### src/rtl/nmr_pkg.sv
// rtl/nmr_pkg.sv - shared state encoding, status field layout and defaults for the NMR sequencer
package nmr_pkg;

  // Sequencer states; the numeric values appear in the sts register
  typedef enum logic [3:0] {
    ST_IDLE   = 4'd0,
    ST_ARM    = 4'd1,
    ST_EXCITE = 4'd2,
    ST_DEAD   = 4'd3,
    ST_ACQ    = 4'd4,
    ST_RELAX  = 4'd5,
    ST_DONE   = 4'd6
  } nmr_state_e;

  // sts = {state[3:0], 4'b0, echo_idx[7:0], rep_idx[15:0]}
  localparam int STS_STATE_LSB = 28;
  localparam int STS_STATE_W   = 4;
  localparam int STS_ECHO_LSB  = 16;
  localparam int STS_ECHO_W    = 8;
  localparam int STS_REP_LSB   = 0;
  localparam int STS_REP_W     = 16;

  // Default length of the downstream reset pulse issued in ARM
  localparam int RST_CYC_DEF = 4;

  // A sequence is in progress from ARM through RELAX
  function automatic logic is_busy(input nmr_state_e s);
    return (s == ST_ARM) || (s == ST_EXCITE) || (s == ST_DEAD) ||
           (s == ST_ACQ) || (s == ST_RELAX);
  endfunction

endpackage

### src/rtl/nmr_dwell_cnt.sv
// rtl/nmr_dwell_cnt.sv - loadable dwell down-counter with zero clamp and last-cycle flag
module nmr_dwell_cnt #(
  parameter int W = 32
) (
  input  logic         clk,
  input  logic         rst,
  input  logic         load,
  input  logic [W-1:0] load_val,
  output logic         last
);

  localparam logic [W-1:0] ONE = W'(1);

  logic [W-1:0] cnt;

  // Load on state entry (0 treated as 1), then count down and park at 1
  always_ff @(posedge clk or posedge rst) begin
    if (rst) begin
      cnt <= ONE;
    end else if (load) begin
      cnt <= (load_val == '0) ? ONE : load_val;
    end else if (cnt != ONE) begin
      cnt <= cnt - ONE;
    end
  end

  // The cycle in which the count reads 1 is the final cycle of the dwell
  assign last = (cnt == ONE);

endmodule

### src/rtl/nmr_seq_ctrl.sv
// rtl/nmr_seq_ctrl.sv - NMR echo-train sequencer; NMR_SEQ_PHASE_CYCLE_EN enables 0/180 amplitude cycling
module nmr_seq_ctrl
  import nmr_pkg::*;
#(
  parameter int CNT_W   = 32,
  parameter int AMP_W   = 16,
  parameter int FREQ_W  = 32,
  parameter int ECHO_W  = 8,
  parameter int REP_W   = 16,
  parameter int RST_CYC = RST_CYC_DEF
) (
  input  logic              clk,
  input  logic              rst,
  input  logic              enable,
  input  logic              start,
  input  logic [AMP_W-1:0]  cfg_amp,
  input  logic [FREQ_W-1:0] cfg_freq,
  input  logic [CNT_W-1:0]  cfg_t_exc,
  input  logic [CNT_W-1:0]  cfg_t_dead,
  input  logic [CNT_W-1:0]  cfg_t_acq,
  input  logic [CNT_W-1:0]  cfg_t_rep,
  input  logic [ECHO_W-1:0] cfg_n_echo,
  input  logic [REP_W-1:0]  cfg_n_rep,
  output logic              en_gen,
  output logic              en_acq,
  output logic [AMP_W-1:0]  amp_o,
  output logic [FREQ_W-1:0] freq_o,
  output logic              rst_writer,
  output logic              rst_pck,
  output logic              rst_f,
  output logic              busy,
  output logic              done,
  output logic [31:0]       sts,
  output logic [6:0]        leds
);

  nmr_state_e        state;
  nmr_state_e        state_n;
  logic [ECHO_W-1:0] echo_idx;
  logic [ECHO_W-1:0] echo_n;
  logic [REP_W-1:0]  rep_idx;
  logic [REP_W-1:0]  rep_n;

  // Shadow copies of the configuration, captured only when a run starts
  logic [AMP_W-1:0]  sh_amp;
  logic [FREQ_W-1:0] sh_freq;
  logic [CNT_W-1:0]  sh_t_exc;
  logic [CNT_W-1:0]  sh_t_dead;
  logic [CNT_W-1:0]  sh_t_acq;
  logic [CNT_W-1:0]  sh_t_rep;
  logic [ECHO_W-1:0] sh_n_echo;
  logic [REP_W-1:0]  sh_n_rep;

  logic [ECHO_W-1:0] echo_last;
  logic [REP_W-1:0]  rep_last;
  logic              cfg_latch;
  logic              dw_load;
  logic [CNT_W-1:0]  dw_val;
  logic              dw_last;
  logic [AMP_W-1:0]  amp_src;
  logic [AMP_W-1:0]  amp_n;
  logic [31:0]       sts_n;

  // Last valid index; a count of zero behaves as a count of one
  assign echo_last = (sh_n_echo == '0) ? '0 : sh_n_echo - ECHO_W'(1);
  assign rep_last  = (sh_n_rep == '0) ? '0 : sh_n_rep - REP_W'(1);

  // Capture cfg on the edge that enters ARM from IDLE or DONE
  assign cfg_latch = (state_n == ST_ARM) && (state != ST_ARM);

  // Every state entry reloads the shared dwell counter
  assign dw_load = (state_n != state);

  // Next state and next echo/rep indices
  always_comb begin
    state_n = state;
    echo_n  = echo_idx;
    rep_n   = rep_idx;
    if (!enable) begin
      state_n = ST_IDLE;
    end else begin
      case (state)
        ST_IDLE: begin
          if (start) state_n = ST_ARM;
        end
        ST_ARM: begin
          if (dw_last) begin
            state_n = ST_EXCITE;
            echo_n  = '0;
            rep_n   = '0;
          end
        end
        ST_EXCITE: begin
          if (dw_last) state_n = ST_DEAD;
        end
        ST_DEAD: begin
          if (dw_last) state_n = ST_ACQ;
        end
        ST_ACQ: begin
          if (dw_last) begin
            if (echo_idx < echo_last) begin
              echo_n  = echo_idx + ECHO_W'(1);
              state_n = ST_EXCITE;
            end else if (rep_idx < rep_last) begin
              state_n = ST_RELAX;
            end else begin
              state_n = ST_DONE;
            end
          end
        end
        ST_RELAX: begin
          if (dw_last) begin
            rep_n   = rep_idx + REP_W'(1);
            echo_n  = '0;
            state_n = ST_EXCITE;
          end
        end
        ST_DONE: begin
          if (start) state_n = ST_ARM;
        end
        default: state_n = ST_IDLE;
      endcase
    end
    if ((state_n == ST_IDLE) || (state_n == ST_ARM)) begin
      echo_n = '0;
      rep_n  = '0;
    end
  end

  // Dwell length for the state about to be entered
  always_comb begin
    dw_val = CNT_W'(RST_CYC);
    case (state_n)
      ST_EXCITE: dw_val = sh_t_exc;
      ST_DEAD:   dw_val = sh_t_dead;
      ST_ACQ:    dw_val = sh_t_acq;
      ST_RELAX:  dw_val = sh_t_rep;
      default:   dw_val = CNT_W'(RST_CYC);
    endcase
  end

  nmr_dwell_cnt #(
    .W (CNT_W)
  ) u_dwell (
    .clk      (clk),
    .rst      (rst),
    .load     (dw_load),
    .load_val (dw_val),
    .last     (dw_last)
  );

`ifdef NMR_SEQ_PHASE_CYCLE_EN
  // Two's-complement negation; the most negative code saturates to the largest positive one
  function automatic logic [AMP_W-1:0] neg_sat(input logic [AMP_W-1:0] a);
    logic [AMP_W-1:0] most_neg;
    most_neg = {1'b1, {(AMP_W-1){1'b0}}};
    if (a == most_neg) return ~most_neg;
    return '0 - a;
  endfunction
`endif

  // Amplitude for the next cycle, using freshly captured cfg on the latch edge
  always_comb begin
    amp_src = cfg_latch ? cfg_amp : sh_amp;
`ifdef NMR_SEQ_PHASE_CYCLE_EN
    amp_n = rep_n[0] ? neg_sat(amp_src) : amp_src;
`else
    amp_n = amp_src;
`endif
  end

  // Status word assembled from the next state and indices
  always_comb begin
    sts_n = '0;
    sts_n[STS_STATE_LSB +: STS_STATE_W] = state_n;
    sts_n[STS_ECHO_LSB +: STS_ECHO_W]   = STS_ECHO_W'(echo_n);
    sts_n[STS_REP_LSB +: STS_REP_W]     = STS_REP_W'(rep_n);
  end

  // State, indices, shadow cfg and all outputs register on the same edge
  always_ff @(posedge clk or posedge rst) begin
    if (rst) begin
      state      <= ST_IDLE;
      echo_idx   <= '0;
      rep_idx    <= '0;
      sh_amp     <= '0;
      sh_freq    <= '0;
      sh_t_exc   <= '0;
      sh_t_dead  <= '0;
      sh_t_acq   <= '0;
      sh_t_rep   <= '0;
      sh_n_echo  <= '0;
      sh_n_rep   <= '0;
      en_gen     <= 1'b0;
      en_acq     <= 1'b0;
      amp_o      <= '0;
      freq_o     <= '0;
      rst_writer <= 1'b1;
      rst_pck    <= 1'b1;
      rst_f      <= 1'b1;
      busy       <= 1'b0;
      done       <= 1'b0;
      sts        <= '0;
      leds       <= '0;
    end else begin
      state    <= state_n;
      echo_idx <= echo_n;
      rep_idx  <= rep_n;
      if (cfg_latch) begin
        sh_amp    <= cfg_amp;
        sh_freq   <= cfg_freq;
        sh_t_exc  <= cfg_t_exc;
        sh_t_dead <= cfg_t_dead;
        sh_t_acq  <= cfg_t_acq;
        sh_t_rep  <= cfg_t_rep;
        sh_n_echo <= cfg_n_echo;
        sh_n_rep  <= cfg_n_rep;
      end
      en_gen     <= (state_n == ST_EXCITE);
      en_acq     <= (state_n == ST_ACQ);
      amp_o      <= amp_n;
      freq_o     <= cfg_latch ? cfg_freq : sh_freq;
      rst_writer <= (state_n == ST_IDLE) || (state_n == ST_ARM);
      rst_pck    <= (state_n == ST_IDLE) || (state_n == ST_ARM);
      rst_f      <= (state_n == ST_IDLE) || (state_n == ST_ARM);
      busy       <= is_busy(state_n);
      done       <= (state_n == ST_DONE);
      sts        <= sts_n;
      leds       <= {state_n == ST_DONE, is_busy(state_n), state_n == ST_EXCITE,
                     state_n == ST_DEAD, state_n == ST_ACQ, state_n == ST_RELAX, enable};
    end
  end

endmodule

### config.mk
export PLATFORM = sky130hd
export DESIGN_NAME = nmr_seq_ctrl
export DESIGN_NICKNAME = d
export VERILOG_FILES = /design/src/rtl/nmr_pkg.sv /design/src/rtl/nmr_dwell_cnt.sv /design/src/rtl/nmr_seq_ctrl.sv
export SDC_FILE = /design/constraint.sdc
export NUM_CORES = 1
export LEC_CHECK = 0
export BUFFER_PORTS_ARGS = -buffer_cell sky130_fd_sc_hd__buf_2
export CAP_MARGIN = 5
export CORE_MARGIN = 2
export CORE_UTILIZATION = 55
export DETAILED_ROUTE_END_ITERATION = 6
export GPL_ROUTABILITY_DRIVEN = 1
export PLACE_DENSITY_LB_ADDON = 0.15
export SLEW_MARGIN = 20
export SYNTH_ARGS = -nofsm -noshare
export SYNTH_HDL_FRONTEND = slang
export SYNTH_SLANG_ARGS = --single-unit
### constraint.sdc
create_clock -name clk -period 8.7 [get_ports clk]
set_input_delay 0.435 -clock clk [delete_from_list [all_inputs] [get_ports clk]]
set_output_delay 0.435 -clock clk [all_outputs]
set_load 0.01 [all_outputs]
==> flow_metrics.env <==
export IMPL_status="completed"
export IMPL_max_freq_mhz=168
export IMPL_grt_setup_unrepaired="no"
export IMPL_ys_seq_area_share_pct=51.0
export IMPL_yosysUniqueCellTypes=63
export IMPL_final_area_mm2=0.0158
export IMPL_initial_utilization_pct=56.0
export IMPL_vias=10203
export IMPL_finalSetupViolations=0
export IMPL_relSlewSlack_pct=28.1
export IMPL_postSynthAreaPerCell_um2=11.3
export IMPL_drtIter0Drc=765
export IMPL_clock_skew_ns=0.0256
export IMPL_ys_ff_latch=268
export IMPL_fin_nets=1673
export IMPL_rrSetupSlack_ns=2.74
export IMPL_tightest_slew_ns=1.08
export IMPL_die_area_mm2=0.0252
export IMPL_track_usage_pct=25.8
export IMPL_die_height_um=159
export IMPL_cts_made_buffers=28
export IMPL_maxCapViolCount=0
export IMPL_clk_latency_ns=0.56
export IMPL_clkSlewWorstSetupHoldPaths_ns=0.06
export IMPL_reg2reg_from="sh_n_rep[5]"
export IMPL_grt_max_degree=127
export IMPL_dp_hpwl_mm=22.9
export IMPL_cp_start_kind="register"
export IMPL_clock_path_buffers=3
export IMPL_slew_viol_final=0
export IMPL_die_w_um=159
export IMPL_overflow=0
export IMPL_synth_cell_area_mm2=0.0132
export IMPL_post_cts_buffers=0
export IMPL_hold_buffers=0
export IMPL_worst_hold_path_type="in2async"
export IMPL_cts_root_buf="clkbuf_16"
export IMPL_cts_tree="done"
export IMPL_hold_viol=0
export IMPL_r2r_end="sh_t_exc[16]"
export IMPL_power_density_mw_per_mm2=209
export IMPL_power_mw=3.31
export IMPL_layout_drive_gt1_share_pct=39.4
export IMPL_grt_pass1_wl_mm=51.6
export IMPL_leakage_nw=7.30
export IMPL_htree_levels=1
export IMPL_period_share_pct=68.5
export IMPL_cp_required_ns=9.15
export IMPL_nFillCells=1840
export IMPL_crit_path_end_kind="register"
export IMPL_ctsResizeCount=0
export IMPL_worstPathMaxFanout=82
export IMPL_wire_per_inst_um=18.3
export IMPL_ant_nets=0
export IMPL_drt_first_pass_iters=7
export IMPL_reg2reg_depth=18
export IMPL_final_setup_tns_ns=0
export IMPL_antenna_found_initial=5
export IMPL_async_flop_share_pct=100
export IMPL_port_buffer_count=293
export IMPL_placedInstanceArea_mm2=0.0149
export IMPL_place_congestion=0.910
export IMPL_drc=0
export IMPL_critical_path_arrival_ns=6.40
export IMPL_synth_edf_count=0
export IMPL_setup_worst_path_class="reg2reg"
export IMPL_synth_ff_type="dfrtp_1"
export IMPL_tritoncts_num_sinks=268
export IMPL_num_io_pins=298
export IMPL_area_growth_pct=20.3
export IMPL_yosys_warnings=0
export IMPL_row_count=56
export IMPL_vias_per_cell=5.72
export IMPL_wl_mm=32.6
export IMPL_synthCells=1162
export IMPL_ir_worst_vdd_mv=0.169
export IMPL_fin_crit_ns=5.96
export IMPL_crit_start="sh_n_rep[5]"
export IMPL_core_area_mm2=0.0235
export IMPL_grt_pass1_vias=10077
## metal layers
metal | vias up | routed length, um | GRT usage (%)
li1 | 4800 | - | -
met1 | 5013 | 13700 | 34.6
met2 | 320 | 15900 | 42.7
met3 | 66 | 2160 | 5.74
met4 | 4 | 807 | 6.78
met5 | - | 21 | 0
## layout by cell type (no fill, tap or decap), types with 11 or more instances in the layout
master     count
nand2_1      102
buf_4         14
o2bb2ai_1     13
nand2b_1      11
a311oi_1      15
clkbuf_16     28
xor2_1        27
a22oi_1       18
ha_1          30
a21oi_1       54
nand3_1       35
buf_2        293
dfrtp_1      266
nor4_1        24
mux2i_1       15
mux2_2       202
xnor2_1       16
o21ai_0       42
inv_1         13
nor2_1        77
nor3_1        22
a221o_1       13
## worst max-delay path by stage
stage	slack [ns]	endpoint	cells after the start
floorplan	0.89	done	1
finish	2.74	sh_t_exc[16]	18
global route	2.26	sh_freq[5]	17
global placement	2.91	u_dwell.cnt[0]	17
CTS	2.73	sh_t_dead[27]	18
detailed placement	2.75	sh_t_exc[13]	18
## metrics by stage
step	cells	util (%)	setup WS [ns]	hold WS, ns
floorplan	1166	-	0.886	0.466
global placement	1727	63.4	2.91	0.481
detailed placement	1727	63.4	2.75	0.487
CTS	1779	67.3	2.73	0.0834
global route	1782	67.4	2.26	0.0897
finish	1783	67.4	2.74	0.0563
## layout make-up
type | count | area (um2) | area share, %
clock buffer | 43 | 837 | 5.29
multi-input combinational | 817 | 6130 | 38.7
antenna | 3 | 7.51 | 0.0474
sequential | 268 | 6710 | 42.4
inverter | 15 | 63.8 | 0.403
timing repair buffer | 309 | 1610 | 10.2
clock inverter | 9 | 70.1 | 0.443
tap | 319 | 399 | 2.52
## synthesized netlist by cell type, types with 11 or more instances
master / n / share of area (%)
nor3_1: 23 / 0.88
o2bb2ai_1: 13 / 0.87
ha_1: 30 / 2.9
a22oi_1: 18 / 1.0
mux2i_1: 15 / 1.1
nand2b_1: 11 / 0.52
nor4_1: 24 / 1.1
xor2_1: 27 / 1.8
dfrtp_1: 266 / 51
mux2_2: 202 / 17
a221o_1: 13 / 0.99
xnor2_1: 16 / 1.1
a311oi_1: 15 / 1.0
nor2_1: 79 / 2.3
inv_1: 14 / 0.40
o21ai_0: 42 / 1.6
nand3_1: 35 / 1.3
clkbuf_1: 47 / 1.3
a21oi_1: 55 / 2.1
nand2_1: 103 / 2.9
## state kept, by name, indices dropped and copies added (netlist names)
| signal | count |
|---|---|
| sh_t_rep | 32 |
| rst_f | 1 |
| u_dwell.cnt | 32 |
| sh_n_rep | 16 |
| done | 1 |
| sh_t_acq | 32 |
| sh_freq | 32 |
| sh_t_dead | 32 |
| rep_idx | 15 |
| state | 3 |
| leds | 6 |
| echo_idx | 7 |
| sh_n_echo | 8 |
| sh_t_exc | 32 |
| sh_amp | 16 |
| sts | 3 |
## worst max-delay path, stage by stage, from the launching register on
cell	delay [ns]
dfrtp_1	0.43
nor4_1	0.55
nand3_1	0.27
or3_1	0.40
nor3_1	0.19
xor2_1	0.18
nand2_1	0.07
ha_1	0.30
nand4_1	0.09
a2111o_1	0.29
o21ai_0	0.48
o211ai_1	0.28
and2_1	0.29
inv_1	0.09
nor2_2	0.03
buf_4	0.22
nand2_4	0.31
buf_4	0.83
mux2_2	0.43
## power by group
part / total, mW / leakage, nW / switching [mW] / internal [mW]
clock network: 1.15 / 0.454 / 0.490 / 0.664
registers: 1.59 / 3.27 / 0.140 / 1.45
logic: 0.561 / 3.58 / 0.256 / 0.305
total: 3.31 / 7.30 / 0.886 / 2.42
## kinds of logic after synthesis
family / share of synthesized area, %
mux: 18.4
xor+xnor: 2.86
other cells: 0.0285
fa+ha+maj: 2.85
compound gates: 10.3
simple gates: 11.7
flops: 51.0
buf+inv: 2.76
(Power assumes the default switching activity.)
